### src/rtl/barrier_rasterizer_if.sv
// Command and write-beat bundle between a barrier-rasterizer client and the rasterizer.
// The rasterizer connects through the slave modport, the client through master.
interface barrier_rasterizer_if #(
  parameter int HPIXELS = 320,
  parameter int VPIXELS = 180
);
  localparam int HOR_SIZE  = $clog2(HPIXELS);
  localparam int VERT_SIZE = $clog2(VPIXELS);

  logic                 start_in;
  logic                 erase_in;
  logic [HOR_SIZE-1:0]  hor_start_in;
  logic [HOR_SIZE:0]    hor_end_in;
  logic [VERT_SIZE-1:0] vert_start_in;
  logic [VERT_SIZE:0]   vert_end_in;
  logic [HOR_SIZE-1:0]  hor_out;
  logic [VERT_SIZE-1:0] vert_out;
  logic                 value_out;
  logic                 valid_out;
  logic                 ready_in;
  logic                 busy_out;
  logic                 done_out;

  modport master (
    output start_in, erase_in, hor_start_in, hor_end_in, vert_start_in, vert_end_in, ready_in,
    input  hor_out, vert_out, value_out, valid_out, busy_out, done_out
  );

  modport slave (
    input  start_in, erase_in, hor_start_in, hor_end_in, vert_start_in, vert_end_in, ready_in,
    output hor_out, vert_out, value_out, valid_out, busy_out, done_out
  );
endinterface

### src/rtl/barrier_rasterizer.sv
// Walks a half-open rectangle [hs,he) x [vs,ve) in row-major order, emitting one
// (hor, vert, value) write beat per cell to paint or erase a barrier.
module barrier_rasterizer #(
  parameter int HPIXELS = 320,
  parameter int VPIXELS = 180
) (
  input logic            clk_in,
  input logic            rst_in,
  barrier_rasterizer_if.slave bus
);
  localparam int HOR_SIZE  = $clog2(HPIXELS);
  localparam int VERT_SIZE = $clog2(VPIXELS);
  localparam logic [HOR_SIZE:0]  HMAX = (HOR_SIZE+1)'(HPIXELS);
  localparam logic [VERT_SIZE:0] VMAX = (VERT_SIZE+1)'(VPIXELS);

  typedef enum logic [1:0] {IDLE, SCAN, DONE} state_t;

  state_t               state;
  logic [HOR_SIZE-1:0]  hs;
  logic [HOR_SIZE:0]    he;
  logic [VERT_SIZE-1:0] vs;
  logic [VERT_SIZE:0]   ve;

  logic [HOR_SIZE:0]    he_c;
  logic [VERT_SIZE:0]   ve_c;
  logic                 empty_c;
  logic                 hor_last;
  logic                 vert_last;

  function automatic logic [HOR_SIZE:0] clamp_hor(input logic [HOR_SIZE:0] e);
    return (e > HMAX) ? HMAX : e;
  endfunction

  function automatic logic [VERT_SIZE:0] clamp_vert(input logic [VERT_SIZE:0] e);
    return (e > VMAX) ? VMAX : e;
  endfunction

  // End compares run one bit wider than the counters so an end equal to the grid size still matches.
  always_comb begin
    he_c      = clamp_hor(bus.hor_end_in);
    ve_c      = clamp_vert(bus.vert_end_in);
    empty_c   = ({1'b0, bus.hor_start_in} >= he_c) || ({1'b0, bus.vert_start_in} >= ve_c);
    hor_last  = (({1'b0, bus.hor_out} + (HOR_SIZE+1)'(1)) == he);
    vert_last = (({1'b0, bus.vert_out} + (VERT_SIZE+1)'(1)) == ve);
  end

  always_ff @(posedge clk_in) begin
    if (rst_in) begin
      state         <= IDLE;
      bus.hor_out   <= '0;
      bus.vert_out  <= '0;
      bus.value_out <= 1'b0;
      bus.valid_out <= 1'b0;
      bus.busy_out  <= 1'b0;
      bus.done_out  <= 1'b0;
    end else begin
      case (state)
        IDLE: begin
          if (bus.start_in) begin
            hs            <= bus.hor_start_in;
            he            <= he_c;
            vs            <= bus.vert_start_in;
            ve            <= ve_c;
            bus.value_out <= ~bus.erase_in;
            if (empty_c) begin
              state        <= DONE;
              bus.done_out <= 1'b1;
            end else begin
              state         <= SCAN;
              bus.hor_out   <= bus.hor_start_in;
              bus.vert_out  <= bus.vert_start_in;
              bus.valid_out <= 1'b1;
              bus.busy_out  <= 1'b1;
            end
          end
        end
        SCAN: begin
          if (bus.valid_out && bus.ready_in) begin
            if (hor_last) begin
              if (vert_last) begin
                state         <= DONE;
                bus.valid_out <= 1'b0;
                bus.busy_out  <= 1'b0;
                bus.done_out  <= 1'b1;
              end else begin
                bus.hor_out  <= hs;
                bus.vert_out <= bus.vert_out + VERT_SIZE'(1);
              end
            end else begin
              bus.hor_out <= bus.hor_out + HOR_SIZE'(1);
            end
          end
        end
        DONE: begin
          state        <= IDLE;
          bus.done_out <= 1'b0;
        end
        default: begin
          state         <= IDLE;
          bus.valid_out <= 1'b0;
          bus.busy_out  <= 1'b0;
          bus.done_out  <= 1'b0;
        end
      endcase
    end
  end
endmodule
### src/flat_wrapper.sv
// flat-port wrapper written by rule: the top's interface ports become plain ports
module barrier_rasterizer_flat 
#(
  parameter int HPIXELS = 320,
  parameter int VPIXELS = 180
)
  (clk_in, rst_in, bus_start_in, bus_erase_in, bus_hor_start_in, bus_hor_end_in, bus_vert_start_in, bus_vert_end_in, bus_ready_in, bus_hor_out, bus_vert_out, bus_value_out, bus_valid_out, bus_busy_out, bus_done_out);
  barrier_rasterizer_if #(.HPIXELS(HPIXELS), .VPIXELS(VPIXELS)) bus_i ();
  input logic clk_in;
  input logic rst_in;
  input wire logic [$bits(bus_i.start_in)-1:0] bus_start_in;
  input wire logic [$bits(bus_i.erase_in)-1:0] bus_erase_in;
  input wire logic [$bits(bus_i.hor_start_in)-1:0] bus_hor_start_in;
  input wire logic [$bits(bus_i.hor_end_in)-1:0] bus_hor_end_in;
  input wire logic [$bits(bus_i.vert_start_in)-1:0] bus_vert_start_in;
  input wire logic [$bits(bus_i.vert_end_in)-1:0] bus_vert_end_in;
  input wire logic [$bits(bus_i.ready_in)-1:0] bus_ready_in;
  output wire logic [$bits(bus_i.hor_out)-1:0] bus_hor_out;
  output wire logic [$bits(bus_i.vert_out)-1:0] bus_vert_out;
  output wire logic [$bits(bus_i.value_out)-1:0] bus_value_out;
  output wire logic [$bits(bus_i.valid_out)-1:0] bus_valid_out;
  output wire logic [$bits(bus_i.busy_out)-1:0] bus_busy_out;
  output wire logic [$bits(bus_i.done_out)-1:0] bus_done_out;
  assign bus_i.start_in = bus_start_in;
  assign bus_i.erase_in = bus_erase_in;
  assign bus_i.hor_start_in = bus_hor_start_in;
  assign bus_i.hor_end_in = bus_hor_end_in;
  assign bus_i.vert_start_in = bus_vert_start_in;
  assign bus_i.vert_end_in = bus_vert_end_in;
  assign bus_i.ready_in = bus_ready_in;
  assign bus_hor_out = bus_i.hor_out;
  assign bus_vert_out = bus_i.vert_out;
  assign bus_value_out = bus_i.value_out;
  assign bus_valid_out = bus_i.valid_out;
  assign bus_busy_out = bus_i.busy_out;
  assign bus_done_out = bus_i.done_out;
  barrier_rasterizer #(.HPIXELS(HPIXELS), .VPIXELS(VPIXELS)) u_core (.clk_in(clk_in), .rst_in(rst_in), .bus(bus_i));
endmodule
### config.mk
export PLATFORM = sky130hd
export DESIGN_NAME = barrier_rasterizer_flat
export DESIGN_NICKNAME = d
export VERILOG_FILES = /design/src/rtl/barrier_rasterizer_if.sv /design/src/rtl/barrier_rasterizer.sv /design/src/flat_wrapper.sv
export SDC_FILE = /design/constraint.sdc
export NUM_CORES = 1
export LEC_CHECK = 0
export CORE_UTILIZATION = 40
export CTS_CLUSTER_SIZE = 14
export DETAILED_ROUTE_END_ITERATION = 6
export GPL_ROUTABILITY_DRIVEN = 1
export PLACE_DENSITY = 0.71
export SETUP_SLACK_MARGIN = 0.4
export SYNTH_ARGS = -nofsm -noshare
export SYNTH_HDL_FRONTEND = slang
export SYNTH_SLANG_ARGS = --single-unit
### constraint.sdc
create_clock -name clk_in -period 3.9 [get_ports clk_in]
set_input_delay 0.585 -clock clk_in [delete_from_list [all_inputs] [get_ports clk_in]]
set_output_delay 0.585 -clock clk_in [all_outputs]
set_load 0.05 [all_outputs]
== After elaboration in Yosys (flattened, before gate mapping) ==
Index checks and enable logic that the tools add are counted.

* Bits in registers: 50
* Logic and storage cells: 75

* $add $sub $neg: 4
* Order comparisons: 4
* Equal/unequal tests: 12
* Mux-type cells: 32
* Bitwise operators: 3
* Reduce and logical (&&, ||, !) cells: 11

{| class="wikitable"
|+ Operators with widths
! cell !! count
|-
| $mux 9 || 6
|-
| $mux 8 || 5
|-
| $pmux 9 s2 || 1
|-
| $pmux 8 s2 || 1
|-
| $reduce_and 6->1 || 2
|-
| $add 9x1->10 const B || 1
|-
| $eq 10x10->1 || 1
|-
| $ge 9x10->1 || 1
|-
| $gt 10x9->1 const B || 1
|-
| $mux 1 || 10
|-
| $mux 10 || 1
|-
| $mux 2 || 5
|-
| $reduce_and 5->1 || 2
|-
| $add 8x1->9 const B || 1
|-
| $add 9x1->9 const B || 1
|-
| $eq 9x9->1 || 1
|-
| $ge 8x9->1 || 1
|-
| $gt 9x8->1 const B || 1
|-
| $add 8x1->8 const B || 1
|-
| $ne 2x1->1 const B || 4
|-
| $ne 2x2->1 const B || 3
|-
| $pmux 2 s2 || 1
|-
| $reduce_and 4->1 || 1
|-
| $ne 3x3->1 const B || 1
|-
| other kinds (11) || 13
|}

== Longest topological paths before layout ==
* Depth after elaboration: 7
* Gate-level depth with buffers: 15
* Mapped depth without buffers: 14

== Worst setup path after synthesis ==
Ideal clock, no wire load.

* Path kind: reg-to-reg
* Start point: register u_core.bus.valid_out (netlist name)
* End point: register u_core.he[0], enable pin
* Setup time: 448 ps
* Arrival time: 3231 ps
* Slack: 221 ps
* Stages on the path, launching flop included: 5
* Buffers on the path: 0
* Clock period less this slack: 3679 ps
* Cell sequence: dfxtp_1 -> and3_1 -> a211oi_1 -> or2_2 -> nor3_1

{| class="wikitable"
|+ RTL lines
! what !! RTL line !! source
|-
| end signal: assignment || barrier_rasterizer.sv:61 || <nowiki>he <= he_c;</nowiki>
|-
| end: declaration || barrier_rasterizer.sv:20 || <nowiki>logic [HOR_SIZE:0] he;</nowiki>
|}

== Final worst setup path ==
* Start point: input bus_vert_end_in[0]
* End point: register u_core.bus.hor_out[3]

* Word-level cells in the longest chain between the ends: 6

{| class="wikitable"
|+ RTL lines
! what !! RTL line !! source
|-
| start: declaration || flat_wrapper.sv:16 || <nowiki>input wire logic [$bits(bus_i.vert_end_in)-1:0] bus_vert_end_in;</nowiki>
|-
| $gt 9x8->1 || barrier_rasterizer.sv:35 || <nowiki>return (e > VMAX) ? VMAX : e;</nowiki>
|-
| $mux 9 (*) || barrier_rasterizer.sv:35 ||
|-
| named net u_core.ve_c[0] || barrier_rasterizer.sv:25 || <nowiki>logic [VERT_SIZE:0] ve_c;</nowiki>
|-
| $ge 8x9->1 (*) || barrier_rasterizer.sv:42 || <nowiki>empty_c = ({1'b0, bus.hor_start_in} >= he_c) || ({1'b0, bus.vert_start_in} >= ve_c);</nowiki>
|-
| $logic_or 1x1->1 (*) || barrier_rasterizer.sv:42 ||
|-
| $ne 2x2->1 (no source line) (*) || - ||
|-
| $reduce_and 5->1 (no source line) (*) || - ||
|-
| end signal: assignment || barrier_rasterizer.sv:70 || <nowiki>bus.hor_out <= bus.hor_start_in;</nowiki>
|-
| end signal: assignment || barrier_rasterizer.sv:86 || <nowiki>bus.hor_out <= hs;</nowiki>
|-
| end signal: assignment || barrier_rasterizer.sv:90 || <nowiki>bus.hor_out <= bus.hor_out + HOR_SIZE'(1);</nowiki>
|-
| end: declaration || barrier_rasterizer_if.sv:31 || <nowiki>output hor_out, vert_out, value_out, valid_out, busy_out, done_out</nowiki>
|}

Mark *: on every way through the listed nets, which the timed path passes. The rest lies on a longest branch.
A chain may end at the register's enable or synchronous reset.

==> impl_metrics.toml <==
[timing]
maxClockFrequency_mhz = 302
max_slew_margin_pct = 46.9
finalMaxSlewViolations = 0
hold_viol = 0
worstMarginPinSlew_ns = 0.788
grt_setup_unrepaired = "no"
period_minus_slack_ns = 3.31
fin_crit_sh_pct = 84.9
clock_skew_ns = 0.00657
finalSetupViolCount = 0

[yosys]
syn-cell-area_mm2 = 0.00341
ys.flop_type = "edfxtp_1"
ys_types = 62
synth_top_area_share_pct = 24.6
syn_area_per_cell_um2 = 9.30
ys_seq_area_share_pct = 37.6
async_reset_ff_share_pct = 0
ys_ff_latch = 50
synth_edf_count = 28
synth_top_cell_by_area = "edfxtp_1"
synthCells = 367
synthTopCellsByArea = "edfxtp_1 (25%), dfxtp_1 (13%), ha_1 (7.0%), xnor2_1 (4.6%), nand2_1 (3.4%)"
yosysWarnings = 0

[detailed_routing]
ant_nets = 0
via_count = 3067
via_per_inst = 5.58
drt-initial-drc-count = 175
routedWlPerCell_um = 16.6
wl_mm = 9.11
dr.pass1.iters = 4
post-route-drc-count = 0

[worst_setup_path]
crit_type = "in -> reg"
end_kind = "register"
worstRegToRegCells = 10
cp-start-kind = "input pin"
cpMostUsedCell = "a21oi_2"
worstPathCellList = "dlymetal6s2s_1, o21ai_1, nand2b_4, a31o_2, a21oi_2, buf_4, and2_4, ha_1, nand2b_1, a21oi_2, nor2b_1, o31ai_1, buf_4, a21oi_2, a211oi_4, buf_6, clkbuf_16, o211ai_1, o211a_1"
cp.required_ns = 4.11
cp_slowest_stage_delay_ns = 0.29
path_max_fanout = 4
cp_slowest_cell = "a211oi_4"
cp.arrival_ns = 3.52

[global_routing]
grt_pass1_vias = 2900
grtUsageMet2_pct = 35.3
grt-ovfl-total = 0
gr-usage-all-layers_pct = 20.7
use_met3_pct = 3.30
grt-busiest-layer = "met2"
grt_first_pass_wirelength_mm = 14.1
grt_max_degree = 29
antenna_found_initial = 0
met1_usage_pct = 26.8

[cts]
cts_max_path_buffers = 2
cts_tree = "done"
numClockSinks = 50
insertion_delay_ns = 0.31
cts_root_buffer = "clkbuf_8"
cts_max_level = 2
cts_buffers = 5
path_clk_slew_ns = 0.10

[final_layout]
drive_above_1_share_pct = 16.9
fillCellCount = 714
nets = 504
n_antenna_cell = 0
area_delta_synth_final_pct = 33.3
seqCellArea_mm2 = 0.00128
multi_input_comb_area_mm2 = 0.00207
fin_cells = 550
post-route-util_pct = 55.3

[worst_hold_path]
hold_depth = 1
worstHoldPathType = "reg -> reg"

[power]
clockPowerShare_pct = 19.2
p_int_uw = 1010
power_frac_comb_pct = 37.3
cellLeakagePower_uw = 0.00184
power.density_mw_per_mm2 = 348
power.share.switching_pct = 36.5
netSwitchingPower_uw = 577
power_uw = 1580
ir_drop_v = 0.000180
seq_power_share_pct = 43.5

[run_status]
outcome = "complete, no violations"

[die]
initial_utilization_pct = 41.5
pin_count = 62
core.rowCount = 33
die_y_um = 94.4
die_area_mm2 = 0.00890
core_mm2 = 0.00822
die_w_um = 94.4

[flow_run]
drv_cap = 0

[placement]
port_buffers = 61
post-place-cells = 534
routabilityCongestion = 0.856
dp_hpwl_mm = 6.54
==> critical path, delay by kind of cell <==
kind / cells / cell delay (ns)
simple gates: 4 / 0.41
fa+ha+maj: 1 / 0.21
compound gates: 9 / 1.57
buf+inv: 5 / 0.74
==> logic make-up (layout without fill, tap and decap cells) <==
family                   after synthesis  count (layout)  share of synthesized area (%)
multiplexers                           8               8                           2.38
AO/OA/AOI/OAI                         91              91                           19.9
other                                  1               2                          0.110
buffers and inverters                 44             121                           6.49
AND/OR/NAND/NOR                      127             127                           19.6
adder cells (fa/ha/maj)               19              19                           6.97
flip-flops                            50              50                           37.6
XOR/XNOR                              27              27                           6.93
==> Yosys cell counts (all sizes together) (2+ instances only) <==
cell     number
xor2          9
nor4          3
edfxtp       28
and3          9
nand4         4
dfxtp        22
nor3          7
or2           5
a21o          5
a31oi         4
or4           4
and2          4
inv          23
mux2i         7
a21oi        23
nand3        12
a221oi        2
o211a         8
o32ai         3
a211oi        6
a2111oi       3
nor3b         2
o211ai       11
nor2b         6
nor2         23
a211o         2
o21ai        12
clkbuf        6
nand2        31
nor4b         2
nand3b        2
xnor2        18
o31ai         2
o21a          2
buf          14
ha           19
nand2b        9
==> registers in the layout, indices dropped and copies added, names as in the netlist <==
register / count
u_core.bus.hor_out: 9
u_core.he: 10
u_core.bus.value_out: 1
u_core.hs: 9
u_core.ve: 9
u_core.bus.done_out: 1
u_core.bus.vert_out: 8
u_core.bus.valid_out: 1
u_core.state: 2
==> power by group through the flow <==
| stage | Combinational (µW) | Sequential (µW) | Clock [µW] |
|---|---|---|---|
| 3_3_place_gp | 507 | 697 | 0 |
| 2_1_floorplan | 287 | 748 | 0 |
| 4_1_cts | 562 | 687 | 307 |
| 6_report | 590 | 689 | 303 |
| 5_1_grt | 632 | 698 | 325 |
| 3_5_place_dp | 519 | 699 | 0 |
==> placed cells by master, fill, tap and decap left out, types with 6 or more instances in the layout <==
master	count
inv_1	23
nor3_1	6
o21ai_0	9
o211ai_1	10
o211a_1	8
nand2_1	30
and3_1	8
edfxtp_1	28
dlymetal6s2s_1	7
buf_4	23
xnor2_1	18
mux2i_1	7
nand3_1	12
xor2_1	9
a21oi_1	18
dfxtp_1	22
ha_1	14
clkdlybuf4s50_1	51
nor2_1	22
nand2b_1	7
==> path summary, 6_finish.rpt <==
kind                              start                     to  slack, ns
setup / recovery     bus_vert_end_in[0]  u_core.bus.hor_out[3]       0.59
setup reg to reg  u_core.bus.hor_out[3]  u_core.bus.hor_out[3]       0.69
hold / removal      u_core.bus.done_out    u_core.bus.done_out       0.48
hold reg to reg     u_core.bus.done_out    u_core.bus.done_out       0.48
==> stage by stage <==
| stage | area, µm² | setup slack [ns] | hold slack (ns) | setup TNS (ns) |
|---|---|---|---|---|
| floorplan | 3420 | 0.461 | 0.498 | 0 |
| global placement | 4210 | -0.139 | 0.455 | -1.49 |
| detailed placement | 4210 | -0.314 | 0.461 | -4.44 |
| CTS | 4430 | 0.415 | 0.483 | 0 |
| global route | 4550 | 0.422 | 0.522 | 0 |
| finish | 4550 | 0.590 | 0.479 | 0 |
==> repair_timing <==
action,in CTS,in global routing
hold buffers,0,0
resized for setup,19,26
setup endpoints to repair,21,21
buffers inserted,5,1
pin swaps,14,15
cloned,1,1
==> per-layer routing <==
metal  routed length, µm  vias up
met5                   0        -
met4                 106        0
met3                 493        7
met2                4440      102
met1                4080     1466
li1                    -     1492
==> area by class of cell <==
type,count,share of cell area [%]
Clock inverter,3,0.358
Timing Repair Buffer,89,19.5
Tap cell,105,2.89
Sequential cell,50,28.2
Inverter,24,1.98
Clock buffer,5,1.51
Multi-Input combinational cell,274,45.6
Note: power is estimated with default switching activity, not from simulation.
